File: config.mk
export PLATFORM = sky130hd
export DESIGN_NAME = blk_c52d38
export DESIGN_NICKNAME = d
export VERILOG_FILES = /design/src/rtl/logic_pkg.sv /design/src/rtl/logic_clock_domain_crossing_generic_synchronizer.sv /design/src/rtl/blk_c52d38.sv
export SDC_FILE = /design/constraint.sdc
export NUM_CORES = 1
export LEC_CHECK = 0
export ABC_AREA = 1
export BUFFER_PORTS_ARGS = -buffer_cell sky130_fd_sc_hd__buf_2
export CORE_MARGIN = 2
export CORE_UTILIZATION = 40
export CTS_CLUSTER_SIZE = 30
export DETAILED_ROUTE_END_ITERATION = 6
export REMOVE_ABC_BUFFERS = 1
export SKIP_CTS_REPAIR_TIMING = 1
export SLEW_MARGIN = 20
export SYNTH_ARGS = -nofsm -noshare
export SYNTH_HDL_FRONTEND = slang
export SYNTH_SLANG_ARGS = --single-unit
File: constraint.sdc
create_clock -name aclk -period 4.5 [get_ports aclk]
set_clock_uncertainty 0.05 [all_clocks]
set_input_delay 0.45 -clock aclk [delete_from_list [all_inputs] [get_ports aclk]]
set_output_delay 0.45 -clock aclk [all_outputs]
set_load 0.005 [all_outputs]
File: src/rtl/logic_pkg.sv
// Shared types and pointer helpers for the gray-coded pointer crossing.
// Helpers work on zero-extended values, so one function serves every pointer width up to MAX_PTR_W.
package logic_pkg;

  localparam int unsigned MAX_PTR_W = 32;

  typedef enum logic {WRITE_SIDE, READ_SIDE} mode_t;
  typedef enum logic {TARGET_GENERIC, TARGET_FPGA} target_t;

  function automatic logic [MAX_PTR_W-1:0] gray2bin(input logic [MAX_PTR_W-1:0] g);
    logic [MAX_PTR_W-1:0] b;
    b[MAX_PTR_W-1] = g[MAX_PTR_W-1];
    for (int i = int'(MAX_PTR_W) - 2; i >= 0; i--) begin
      b[i] = b[i+1] ^ g[i];
    end
    return b;
  endfunction

  function automatic logic [MAX_PTR_W-1:0] bin2gray(input logic [MAX_PTR_W-1:0] b);
    return b ^ (b >> 1);
  endfunction

  function automatic int unsigned popcount(input logic [MAX_PTR_W-1:0] v);
    int unsigned c;
    c = 0;
    for (int i = 0; i < int'(MAX_PTR_W); i++) begin
      c += 32'(v[i]);
    end
    return c;
  endfunction

endpackage

File: src/rtl/logic_clock_domain_crossing_generic_synchronizer.sv
// Bare multi-flop synchronizer chain; kept separate so per-target sync attributes live in one place.
module logic_clock_domain_crossing_generic_synchronizer
  import logic_pkg::*;
#(
  parameter int unsigned WIDTH  = 5,
  parameter int unsigned STAGES = 2,
  parameter target_t     TARGET = TARGET_GENERIC
) (
  input  logic             aclk,
  input  logic             areset,
  input  logic [WIDTH-1:0] d,
  output logic [WIDTH-1:0] q
);

  if (STAGES < 2 || STAGES > 4) begin : g_bad_stages
    $error("synchronizer STAGES must be within 2..4");
  end

  if (TARGET == TARGET_FPGA) begin : g_fpga
    (* async_reg = "true" *) logic [WIDTH-1:0] chain [STAGES];

    always_ff @(posedge aclk or posedge areset) begin
      if (areset) begin
        for (int i = 0; i < int'(STAGES); i++) chain[i] <= '0;
      end else begin
        chain[0] <= d;
        for (int i = 1; i < int'(STAGES); i++) chain[i] <= chain[i-1];
      end
    end

    assign q = chain[STAGES-1];
  end else begin : g_generic
    logic [WIDTH-1:0] chain [STAGES];

    always_ff @(posedge aclk or posedge areset) begin
      if (areset) begin
        for (int i = 0; i < int'(STAGES); i++) chain[i] <= '0;
      end else begin
        chain[0] <= d;
        for (int i = 1; i < int'(STAGES); i++) chain[i] <= chain[i-1];
      end
    end

    assign q = chain[STAGES-1];
  end

endmodule

File: src/rtl/blk_c52d38.sv
// Receiving half of an async FIFO pointer crossing: sync, gray->binary, occupancy and flag,
// plus detection of corrupted crossings (multi-bit gray jumps or pointer overrun).
module blk_c52d38
  import logic_pkg::*;
#(
  parameter int unsigned ADDRESS_WIDTH = 4,
  parameter int unsigned STAGES        = 2,
  parameter mode_t       MODE          = WRITE_SIDE,
  parameter target_t     TARGET        = TARGET_GENERIC
) (
  input  logic                   aclk,
  input  logic                   areset,
  input  logic [ADDRESS_WIDTH:0] remote_pointer,
  input  logic [ADDRESS_WIDTH:0] local_pointer,
  input  logic                   error_clear,
  output logic [ADDRESS_WIDTH:0] remote_pointer_synced,
  output logic [ADDRESS_WIDTH:0] used,
  output logic [ADDRESS_WIDTH:0] free,
  output logic                   flag,
  output logic                   error,
  output logic                   error_sticky
);

  localparam int unsigned   PW       = ADDRESS_WIDTH + 1;
  localparam logic [PW-1:0] DEPTH    = {1'b1, {ADDRESS_WIDTH{1'b0}}};
  localparam logic          FLAG_RST = (MODE == READ_SIDE);

  if (PW > MAX_PTR_W) begin : g_bad_width
    $error("ADDRESS_WIDTH too large for pointer helpers");
  end

  logic [PW-1:0] g_s;
  logic [PW-1:0] g_q;
  logic [PW-1:0] bin_c;
  logic [PW-1:0] diff_c;
  logic          multi_bit_c;
  logic          overrun_c;
  logic          err_c;
  logic          flag_c;

  logic_clock_domain_crossing_generic_synchronizer #(
    .WIDTH  (PW),
    .STAGES (STAGES),
    .TARGET (TARGET)
  ) u_sync (
    .aclk   (aclk),
    .areset (areset),
    .d      (remote_pointer),
    .q      (g_s)
  );

  // Modulo-2**PW difference keeps occupancy correct across the pointer wrap.
  always_comb begin
    bin_c       = PW'(gray2bin(MAX_PTR_W'(g_q)));
    diff_c      = (MODE == WRITE_SIDE) ? (local_pointer - remote_pointer_synced)
                                       : (remote_pointer_synced - local_pointer);
    multi_bit_c = popcount(MAX_PTR_W'(g_s ^ g_q)) > 1;
    overrun_c   = diff_c > DEPTH;
    err_c       = multi_bit_c | overrun_c;
    flag_c      = (MODE == WRITE_SIDE) ? (diff_c == DEPTH) : (diff_c == '0);
  end

  // A fresh error on the same edge as error_clear keeps the sticky bit set.
  always_ff @(posedge aclk or posedge areset) begin
    if (areset) begin
      g_q                   <= '0;
      remote_pointer_synced <= '0;
      used                  <= '0;
      free                  <= DEPTH;
      flag                  <= FLAG_RST;
      error                 <= 1'b0;
      error_sticky          <= 1'b0;
    end else begin
      g_q                   <= g_s;
      remote_pointer_synced <= bin_c;
      used                  <= diff_c;
      free                  <= DEPTH - diff_c;
      flag                  <= flag_c;
      error                 <= err_c;
      error_sticky          <= err_c | (error_sticky & ~error_clear);
    end
  end

endmodule

==> metrics.cfg, run 1 <==
[timing]
period_needed_ns=1.95
clock.fmax_mhz=514
fin_crit_sh_pct=43.3
finalSetupTns_ns=0
hold_violations=0
relSlewSlack_pct=74.4
rsz0062_at_grt=no
setup_viol=0
final_max_slew_viol_count=0
worst_slew_pin_slew_ns=0.384

[finish]
fillers=277
multi_input_area_sq_um=425
antenna_cells=0
layout.nets=173
drive_gt1_share_pct=34.4
syn2layout_area_growth_pct=19.5
seq_area_sq_um=802

[placed_design]
io_buffers=30
gp_congestion=0.755
dp_hpwl_um=1480

[routing]
wirelength_um=1920
antenna_left=0
vias_per_cell=4.32
firstDrtPassIters=5
vias=843
drc=0
wl_per_cell_um=9.84
drt-initial-drc-count=22

[die]
initial_utilization_pct=42.6
die_w_um=61.2
die_area_sq_um=3750
rows=20
core_area_sq_um=3080
pin_count=31
die_h_um=61.2

[critical_path]
cp-start-kind=flop
r2r_setup_slack_ns=2.55
r2r_start=g_q[0]$_DFF_PP0_
worstPathArrival_ns=2.11
reg2regPathDepth=7
crit_type=flop to flop
required_ns=4.66
cp-startpoint=g_q[0]$_DFF_PP0_
r2r_end=error_sticky$_DFF_PP0_
cp-end-kind=flop
critPathCapture=error_sticky$_DFF_PP0_
worstPathMaxFanout=3

[logic_synthesis]
synth_area_sq_um=1310
synth_area_per_cell_sq_um=11.5
synth_edf_count=0
ys_types=20
ys_ff_latch=32
synth_area_leaders=dfrtp_1, ha_1, nand2_1
synthTopCellsByCount=dfrtp_1, nand2_1, inv_1
async_flop_share_pct=100
synth_most_common_cell=dfrtp_1
yosys.area.top_type=dfrtp_1
yosys_warnings=0
ys.flop_type=dfrtp_1
postSynthCellCount=114
synth_top_area_share_pct=59.2
ys_seq_area_share_pct=61.2

[clocking]
worstSkewPairLatency_ns=0.33
htree_levels=2
clockRootBuffer=clkbuf_4
cts.reportedPaths.clkPinSlew_ns=0.09
clock-sinks=32
cts_buffer_depth=2
cts_inserted_buffers=5
tritoncts=built

[min_path]
min_path_type=input pin to asynchronous set/reset pin

[power_and_ir_drop]
p_per_area_nw_per_um2=402
p_leak_nw=0.833
ir_drop_v=0.000172
power_mw=0.629

[global_route]
antenna_found_initial=0
grt_pass1_vias=762
grt_pass1_wl_um=3150
grt_overflow_total=0
grt_usage_pct=12.6
grt_max_degree=33

[run]
maxCapViolCount=0

[outcome]
status=finished, final reports clean

## routing by layer
| layer | GRT usage [%] | routed length (um) | vias to the layer above |
|---|---|---|---|
| li1 | - | - | 421 |
| met1 | 12.9 | 741 | 384 |
| met2 | 20.5 | 998 | 34 |
| met3 | 5.67 | 144 | 4 |
| met4 | 8.39 | 34 | 0 |
| met5 | 0 | 0 | - |
## layout by cell type, fill, tap and decap left out
cell type	instances
inv_2	1
nand3b_1	2
nand3_1	6
clkinvlp_4	1
dfstp_2	1
nor2_1	3
nor2_4	1
nand2_2	7
clkinv_2	1
a21oi_1	2
xnor2_1	2
nor3b_2	1
buf_2	30
nand3_2	2
clkbuf_4	5
inv_1	19
nand2_1	20
nor3_1	1
xor2_1	4
nand2_4	1
fa_1	2
buf_4	1
dfrtp_1	31
ha_1	7
## worst min path at each step
stage / start / to / slack (ns)
2_1_floorplan: u_sync.g_generic.chain[5]$_DFF_PP0_ / u_sync.q[0]$_DFF_PP0_ / 0.28
3_3_place_gp: u_sync.g_generic.chain[5]$_DFF_PP0_ / u_sync.q[0]$_DFF_PP0_ / 0.28
3_5_place_dp: u_sync.g_generic.chain[6]$_DFF_PP0_ / u_sync.q[1]$_DFF_PP0_ / 0.29
4_1_cts: areset / remote_pointer_synced[0]$_DFF_PP0_ / 0.13
5_1_grt: remote_pointer[2] / u_sync.g_generic.chain[7]$_DFF_PP0_ / 0.14
6_report: areset / u_sync.g_generic.chain[5]$_DFF_PP0_ / 0.13
## final cells by class
| class | count | area share [%] |
|---|---|---|
| flip-flops and latches | 32 | 51.2 |
| inverters | 20 | 4.80 |
| clock buffers | 5 | 2.40 |
| well taps | 44 | 3.52 |
| repair buffers | 31 | 10.1 |
| multi-input cells | 61 | 27.2 |
| clock inverters | 2 | 0.799 |
## worst max-delay path, stage by stage (launching register included)
cell and delay [ns]:
dfrtp_1 0.41, xor2_1 0.18, fa_1 0.48, ha_1 0.30
nand2_1 0.06, nor2_1 0.04, nor3_1 0.20, nand3_1 0.11
## metrics by stage
stage / util (%) / instances / hold WS (ns) / worst slack (ns) / area [sq um]
4_1_cts: 50.9 / 195 / 0.128 / 2.52 / 1570
3_3_place_gp: 49.2 / 188 / 0.282 / 2.40 / 1520
3_5_place_dp: 49.2 / 188 / 0.291 / 2.39 / 1520
2_1_floorplan: - / 113 / 0.281 / 2.57 / 1300
6_report: 50.9 / 195 / 0.129 / 2.55 / 1570
5_1_grt: 50.9 / 195 / 0.140 / 2.37 / 1570
## logic make-up after synthesis
kind of cell | after synthesis | share of synthesized area (%)
adders and majority gates | 9 | 9.74
buffers and inverters | 21 | 6.30
DFF | 32 | 61.2
AOI/OAI and AO/OA | 2 | 0.764
and+or+nand+nor | 44 | 18.0
xor gates and xnor gates | 6 | 4.01
## report_power, final
group / switching, mW / total (mW) / internal (mW)
clock: 0.0921 / 0.149 / 0.0568
combinational: 0.0773 / 0.141 / 0.0637
sequential: 0.0124 / 0.339 / 0.327
## state kept, by name, indices dropped and copies added (netlist names)
signal / flops
error: 1
error_sticky: 1
flag: 1
free: 5
g_q: 5
remote_pointer_synced: 5
u_sync.g_generic.chain: 5
u_sync.q: 5
used: 4
(Power assumes the default switching activity.)
==> inputs of run 2 (changes only) <==
--- a/config.mk
+++ b/config.mk
@@ -5,7 +5,7 @@
 export SDC_FILE = /design/constraint.sdc
 export NUM_CORES = 1
 export LEC_CHECK = 0
-export ABC_AREA = 1
+export ABC_AREA = 0
 export BUFFER_PORTS_ARGS = -buffer_cell sky130_fd_sc_hd__buf_2
 export CORE_MARGIN = 2
 export CORE_UTILIZATION = 40
==> constraint.sdc (replaced) <==
create_clock -name aclk -period 1.8 [get_ports aclk]
set_clock_uncertainty 0.05 [all_clocks]
set_input_delay 0.18 -clock aclk [delete_from_list [all_inputs] [get_ports aclk]]
set_output_delay 0.18 -clock aclk [all_outputs]
set_load 0.005 [all_outputs]
==> run 2 against run 1 <==
- the run now ends with setup timing left
- clock power rose to 2.8 times the previous value
- worst setup slack got worse by 2.7 ns
- combinational power rose to 4.4 times the previous value
- via count decreased by 10%
- largest power group unchanged
- critical path depth decreased by 2
- critical endpoint unchanged
- wire length down 6.2%
- core utilization rose by 7.0 points
==> metrics.cfg, run 2 <==
[outcome]
status=finished with violations  ; was finished, final reports clean
violations=setup timing

[global_route]
antenna_found_initial=0  ; unchanged
use_met2_pct=18.1  ; was 20.5%
busiest_layer=met2  ; unchanged
grt_max_degree=33  ; unchanged
grt_overflow_total=0  ; unchanged
grt_usage_pct=12.2  ; was 12.6%
use_met3_pct=5.02  ; was 5.67%
grt_pass1_wl_um=2930  ; was 3150 um
grt_pass1_vias=682  ; was 762
gr-usage-met1_pct=13.8  ; was 12.9%

[logic_synthesis]
postSynthCellCount=80  ; was 114
yosys.area.top_type=dfrtp_1  ; unchanged
async_flop_share_pct=100  ; unchanged
ys.flop_type=dfrtp_1  ; unchanged
synth_area_leaders=dfrtp_1, ha_1, xor2_1  ; was dfrtp_1, ha_1, nand2_1
synth_edf_count=0  ; unchanged
synthTopCellsByCount=dfrtp_1, inv_1, xor2_1  ; was dfrtp_1, nand2_1, inv_1
yosys_warnings=0  ; unchanged
synth_area_per_cell_sq_um=15.2  ; was 11.5 sq um
synth_top_area_share_pct=63.7  ; was 59.2%
ys_seq_area_share_pct=65.9  ; was 61.2%
ys_types=19  ; was 20
synth_area_sq_um=1220  ; was 1310 sq um
synth_most_common_cell=dfrtp_1  ; unchanged
ys_ff_latch=32  ; unchanged

[finish]
drive_gt1_share_pct=51.5  ; was 34.4%
antenna_cells=0  ; unchanged
syn2layout_area_growth_pct=41.6  ; was 19.5%
layout.nets=157  ; was 173
utilization_pct=57.9  ; was 50.9%
final_cell_area_sq_um=1720  ; was 1570 sq um
final_common_cell=dfrtp_1  ; unchanged
mostFrequentLayoutCells=dfrtp_1, buf_2, buf_4, inv_1, xor2_1  ; was dfrtp_1, buf_2, nand2_1, inv_1

[routing]
vias_per_cell=4.48  ; was 4.32
drc=0  ; unchanged
antenna_left=0  ; unchanged
firstDrtPassIters=2  ; was 5
wl_per_cell_um=10.7  ; was 9.84 um
drt-initial-drc-count=11  ; was 22
vias=757  ; was 843
wirelength_um=1800  ; was 1920 um

[die]
die_w_um=59.2  ; was 61.2 um
die_area_sq_um=3500  ; was 3750 sq um
die_h_um=59.2  ; was 61.2 um
initial_utilization_pct=40.9  ; was 42.6%
pin_count=31  ; unchanged
core_area_sq_um=2980  ; was 3080 sq um
rows=20  ; unchanged

[clocking]
tritoncts=built  ; unchanged
htree_levels=2  ; unchanged
cts.reportedPaths.clkPinSlew_ns=0.09  ; about the same
clockRootBuffer=clkbuf_4  ; unchanged
cts_inserted_buffers=5  ; unchanged
clock-sinks=32  ; unchanged
worstSkewPairLatency_ns=0.32  ; was 0.33 ns
cts_buffer_depth=2  ; unchanged

[timing]
hold_violations=0  ; unchanged
rsz0062_at_grt=yes  ; was no
worst_slew_pin_slew_ns=0.281  ; was 0.384 ns
finalSetupTns_ns=-0.492  ; was 0 ns
period_needed_ns=1.93  ; was 1.95 ns
relSlewSlack_pct=81.2  ; was 74.4%
fin_ws_ns=-0.134  ; was 2.55 ns
clock.fmax_mhz=517  ; was 514 MHz
final_max_slew_viol_count=0  ; unchanged
fin_crit_sh_pct=107  ; was 43.3%
setup_viol=5  ; was 0

[placed_design]
gp_congestion=0.678  ; was 0.755
place_area_sq_um=1490  ; was 1520 sq um
dp_hpwl_um=1290  ; was 1480 um
io_buffers=30  ; unchanged

[power_and_ir_drop]
p_int_mw=1.40  ; was 0.447 mW
netSwitchingFraction_pct=27.4  ; was 28.9%
power_frac_seq_pct=46.4  ; was 53.9%
ir_drop_v=0.000543  ; was 0.000172 V
power_mw=1.93  ; was 0.629 mW
pwr-share-clk_pct=21.3  ; was 23.7%
p_per_area_nw_per_um2=1120  ; was 402 nW/um^2
p_leak_nw=0.850  ; was 0.833 nW
switching_power_mw=0.528  ; was 0.182 mW
comb_power_share_pct=32.3  ; was 22.4%

[critical_path]
cpLargestDelayFamily=adder cells  ; unchanged
crit_type=flop to flop  ; unchanged
path_depth=5  ; was 7
cp-start-kind=flop  ; unchanged
critPathBufInv=0  ; unchanged
required_ns=1.95  ; was 4.66 ns
cp-end-kind=flop  ; unchanged
worstPathCellList=xor2_1, fa_1, ha_4, a211oi_2, o221ai_1  ; was xor2_1, fa_1, ha_1, nand2_1, nor2_1, nor3_1, nand3_1
cpMaxStageDelayCell=fa_1  ; unchanged
slowest_delay_ns=0.58  ; was 0.48 ns
reg2regPathDepth=5  ; was 7
worstPathMaxFanout=2  ; was 3
worstPathArrival_ns=2.08  ; was 2.11 ns

[run]
maxCapViolCount=0  ; unchanged

[min_path]
min_path_type=input pin to flop  ; was input pin to asynchronous set/reset pin
hold_depth=2

run 2: changes by cell type in the layout (fill, tap and decap cells not counted), moves of 3 or more:
| cell | before | now |
|---|---|---|
| xor2_2 | 0 | 3 |
| nand2_2 | 7 | 0 |
| nand3_1 | 6 | 0 |
| ha_1 | 7 | 3 |
| xor2_1 | 4 | 7 |
| dlygate4sd3_1 | 0 | 6 |
| ha_4 | 0 | 3 |
| buf_4 | 1 | 10 |
| inv_1 | 19 | 8 |
| nand2_1 | 20 | 0 |
| nor2_1 | 3 | 0 |
run 2: worst paths after layout:
check | slack (ns) | end | from
worst max register to register | -0.13 | error_sticky$_DFF_PP0_ | g_q[3]$_DFF_PP0_
max in group asynchronous | 1.08 | free[4]$_DFF_PP1_ | areset
worst min-delay path | 0.03 | error_sticky$_DFF_PP0_ | error_clear
min in group asynchronous | 0.39 | error$_DFF_PP0_ | areset
worst max-delay path | -0.13 | error_sticky$_DFF_PP0_ | g_q[3]$_DFF_PP0_
worst min register to register | 0.30 | u_sync.q[3]$_DFF_PP0_ | u_sync.g_generic.chain[8]$_DFF_PP0_
run 2: layout make-up:
cell class	count	area (sq um)
clock buffers	8	58.8
multi-input cells	36	453
flip-flops and latches	32	802
fillers	257	1250
inverters	11	41.3
repair buffers	49	328
well taps	33	41.3
run 2: per-stage QoR:
step	std cells	hold slack, ns	worst slack (ns)
finish	169	0.0336	-0.134
global route	169	0.0323	-0.207
CTS	160	-0.159	-0.246
detailed placement	152	0.203	-0.226
global placement	152	0.174	-0.196
floorplan	79	0.161	-0.131
run 2: cells by family after synthesis:
kind of cell | count (synthesis) | synth area share [%]
simple gates | 5 | 3.49
buf+inv | 12 | 4.01
fa+ha+maj | 9 | 10.5
flops | 32 | 65.9
xor+xnor | 14 | 11.9
compound gates | 8 | 4.21
run 2: metal layers:
| metal | wire [um] | part of all wire [%] | up-vias |
|---|---|---|---|
| li1 | - | - | 359 |
| met1 | 687 | 38 | 363 |
| met2 | 940 | 52 | 27 |
| met3 | 115 | 6.4 | 8 |
| met4 | 57 | 3.2 | 0 |
| met5 | 0 | 0 | - |
run 2: power by group through the flow:
| stage | logic (mW) | registers, mW | clock network [mW] |
|---|---|---|---|
| after CTS | 0.493 | 0.894 | 0.433 |
| after floorplan | 0.229 | 0.932 | 0 |
| after global placement | 0.483 | 0.907 | 0 |
| after global routing | 0.699 | 0.909 | 0.464 |
| after detailed placement | 0.491 | 0.909 | 0 |
| final | 0.622 | 0.894 | 0.411 |
==> inputs of run 3 (changes only) <==
--- a/config.mk
+++ b/config.mk
@@ -11,6 +11,7 @@
 export CORE_UTILIZATION = 40
 export CTS_CLUSTER_SIZE = 30
 export DETAILED_ROUTE_END_ITERATION = 6
+export PLACE_DENSITY = 0.65
 export REMOVE_ABC_BUFFERS = 1
 export SKIP_CTS_REPAIR_TIMING = 1
 export SLEW_MARGIN = 20
==> constraint.sdc (replaced) <==
create_clock -name aclk -period 1.75 [get_ports aclk]
set_clock_uncertainty 0.05 [all_clocks]
set_input_delay 0.175 -clock aclk [delete_from_list [all_inputs] [get_ports aclk]]
set_output_delay 0.175 -clock aclk [all_outputs]
set_load 0.005 [all_outputs]
==> run 3 against run 2 <==
- the run still ends with setup timing left
- combinational power grew 7.2%
- sequential cell count is the same
- non-clock buffer count grew 2
- die area is the same
- clock power grew 32%
- global-route usage grew 0.42 points
- highest routed layer unchanged
==> metrics.cfg, run 3 (same netlist as run 2, synthesis figures left out) <==
[outcome]
status=finished with violations  ; unchanged
violations=setup timing  ; unchanged

[timing]
finalSetupTns_ns=-0.829  ; was -0.492 ns
fin_crit_sh_pct=112  ; was 107%
rsz0062_at_grt=yes  ; unchanged
final_max_slew_viol_count=0  ; unchanged
hold-worst-slack_ns=0.00949  ; was 0.0336 ns
setup_viol=5  ; unchanged
period_needed_ns=1.97  ; was 1.93 ns
hold_violations=0  ; unchanged
worst_slew_pin_slew_ns=0.322  ; was 0.281 ns
relSlewSlack_pct=78.4  ; was 81.2%
clock.fmax_mhz=508  ; was 517 MHz
fin_ws_ns=-0.217  ; was -0.134 ns

[placed_design]
preCtsSetupSlack_ns=-0.261  ; was -0.226 ns
place_inst=153  ; was 152
io_buffers=30  ; unchanged
gp_congestion=0.691  ; was 0.678
place_area_sq_um=1500  ; was 1490 sq um
dp_hpwl_um=1340  ; was 1290 um

[critical_path]
worstPathMaxFanout=2  ; unchanged
required_ns=1.97  ; was 1.95 ns
crit_type=flop to flop  ; unchanged
worstPathCellList=inv_2, ha_4, and3b_1, or3_4, and2_4, nor3b_4, ha_2  ; was xor2_1, fa_1, ha_4, a211oi_2, o221ai_1
slowest_delay_ns=0.40  ; was 0.58 ns
cpMaxStageDelayCell=dfrtp_1  ; was fa_1
worstPathArrival_ns=2.19  ; was 2.08 ns
cp-end-kind=flop  ; unchanged
cp-start-kind=flop  ; unchanged

[finish]
syn2layout_area_growth_pct=45.4  ; was 41.6%
multi_input_area_sq_um=463  ; was 453 sq um
final_cell_area_sq_um=1770  ; was 1720 sq um
final_common_cell=dfrtp_1  ; unchanged
seq_area_sq_um=802  ; unchanged
utilization_pct=59.5  ; was 57.9%
layout.nets=159  ; was 157
fin_cells=171  ; was 169
antenna_cells=0  ; unchanged
mostFrequentLayoutCells=dfrtp_1, buf_2, buf_4, xor2_1, inv_1  ; was dfrtp_1, buf_2, buf_4, inv_1, xor2_1
drive_gt1_share_pct=54.3  ; was 51.5%
fillers=239  ; was 257

[clocking]
tritoncts=built  ; unchanged
clock-sinks=32  ; unchanged
htree_levels=2  ; unchanged
clockRootBuffer=clkbuf_4  ; unchanged
cts_buffer_depth=2  ; unchanged
worstSkewPairLatency_ns=0.34  ; was 0.32 ns
cts.reportedPaths.clkPinSlew_ns=0.09  ; about the same
cts_inserted_buffers=5  ; unchanged

[power_and_ir_drop]
p_per_area_nw_per_um2=1200  ; was 1120 nW/um^2
ir_drop_v=0.000581  ; was 0.000543 V
power_mw=2.13  ; was 1.93 mW
p_leak_nw=0.867  ; was 0.850 nW

[die]
core_area_sq_um=2980  ; unchanged
pin_count=31  ; unchanged
die_w_um=59.2  ; unchanged
initial_utilization_pct=40.9  ; unchanged
rows=20  ; unchanged
die_h_um=59.2  ; unchanged
die_area_sq_um=3500  ; unchanged

[global_route]
grt_pass1_vias=742  ; was 682
grt_max_degree=33  ; unchanged
grt_usage_pct=12.6  ; was 12.2%
grt_overflow_total=0  ; unchanged
grt_pass1_wl_um=2970  ; was 2930 um
antenna_found_initial=0  ; unchanged

[routing]
antenna_left=0  ; unchanged
vias=770  ; was 757
firstDrtPassIters=4  ; was 2
drc=0  ; unchanged
drt-initial-drc-count=2  ; was 11
wirelength_um=1910  ; was 1800 um
vias_per_cell=4.50  ; was 4.48
wl_per_cell_um=11.2  ; was 10.7 um

[min_path]
min_path_type=input pin to flop  ; unchanged

[run]
maxCapViolCount=0  ; unchanged

run 3: cell types whose count changed in the layout (fill, tap and decap cells not counted), sizes merged:
| cell | before | now |
|---|---|---|
| buf | 43 | 45 |
| clkbuf | 8 | 6 |
| bufinv | 0 | 1 |
| clkinv | 0 | 1 |
run 3: cell type report:
type	instances	share of cell area, %
Timing Repair Buffer	51	19.6
Sequential cell	32	45.3
Tap cell	33	2.33
Clock buffer	6	2.33
Multi-Input combinational cell	36	26.1
Inverter	11	2.33
Clock inverter	2	1.98
run 3: final timing paths:
path | from | depth (start not counted) | endpoint | slack (ns)
worst max-delay path | remote_pointer_synced[1]$_DFF_PP0_ | 7 | free[4]$_DFF_PP1_ | -0.22
worst max register to register | remote_pointer_synced[1]$_DFF_PP0_ | 7 | free[4]$_DFF_PP1_ | -0.22
min in group asynchronous | areset | 4 | flag$_DFF_PP0_ | 0.35
max in group asynchronous | areset | 4 | free[4]$_DFF_PP1_ | 1.07
worst min register to register | u_sync.g_generic.chain[8]$_DFF_PP0_ | 0 | u_sync.q[3]$_DFF_PP0_ | 0.30
worst min-delay path | error_clear | 2 | error_sticky$_DFF_PP0_ | 0.009
run 3: worst max-delay path: cells and delay by family, from the launching register on:
family,cells,cell delay [ns]
adder cells (fa/ha/maj),2,0.48
buffers and inverters,1,0.09
flip-flops,1,0.40
AND/OR/NAND/NOR,4,0.88
run 3: routing by layer:
layer,GRT usage (%),up-vias,routed length (um)
li1,-,365,-
met1,11.2,367,660
met2,21.3,30,1040
met3,5.90,8,144
met4,10.7,0,63
met5,0,-,0
run 3: report_power, final:
part	internal [mW]	switching [mW]
registers	0.878	0.0416
logic	0.376	0.291
clock network	0.299	0.242
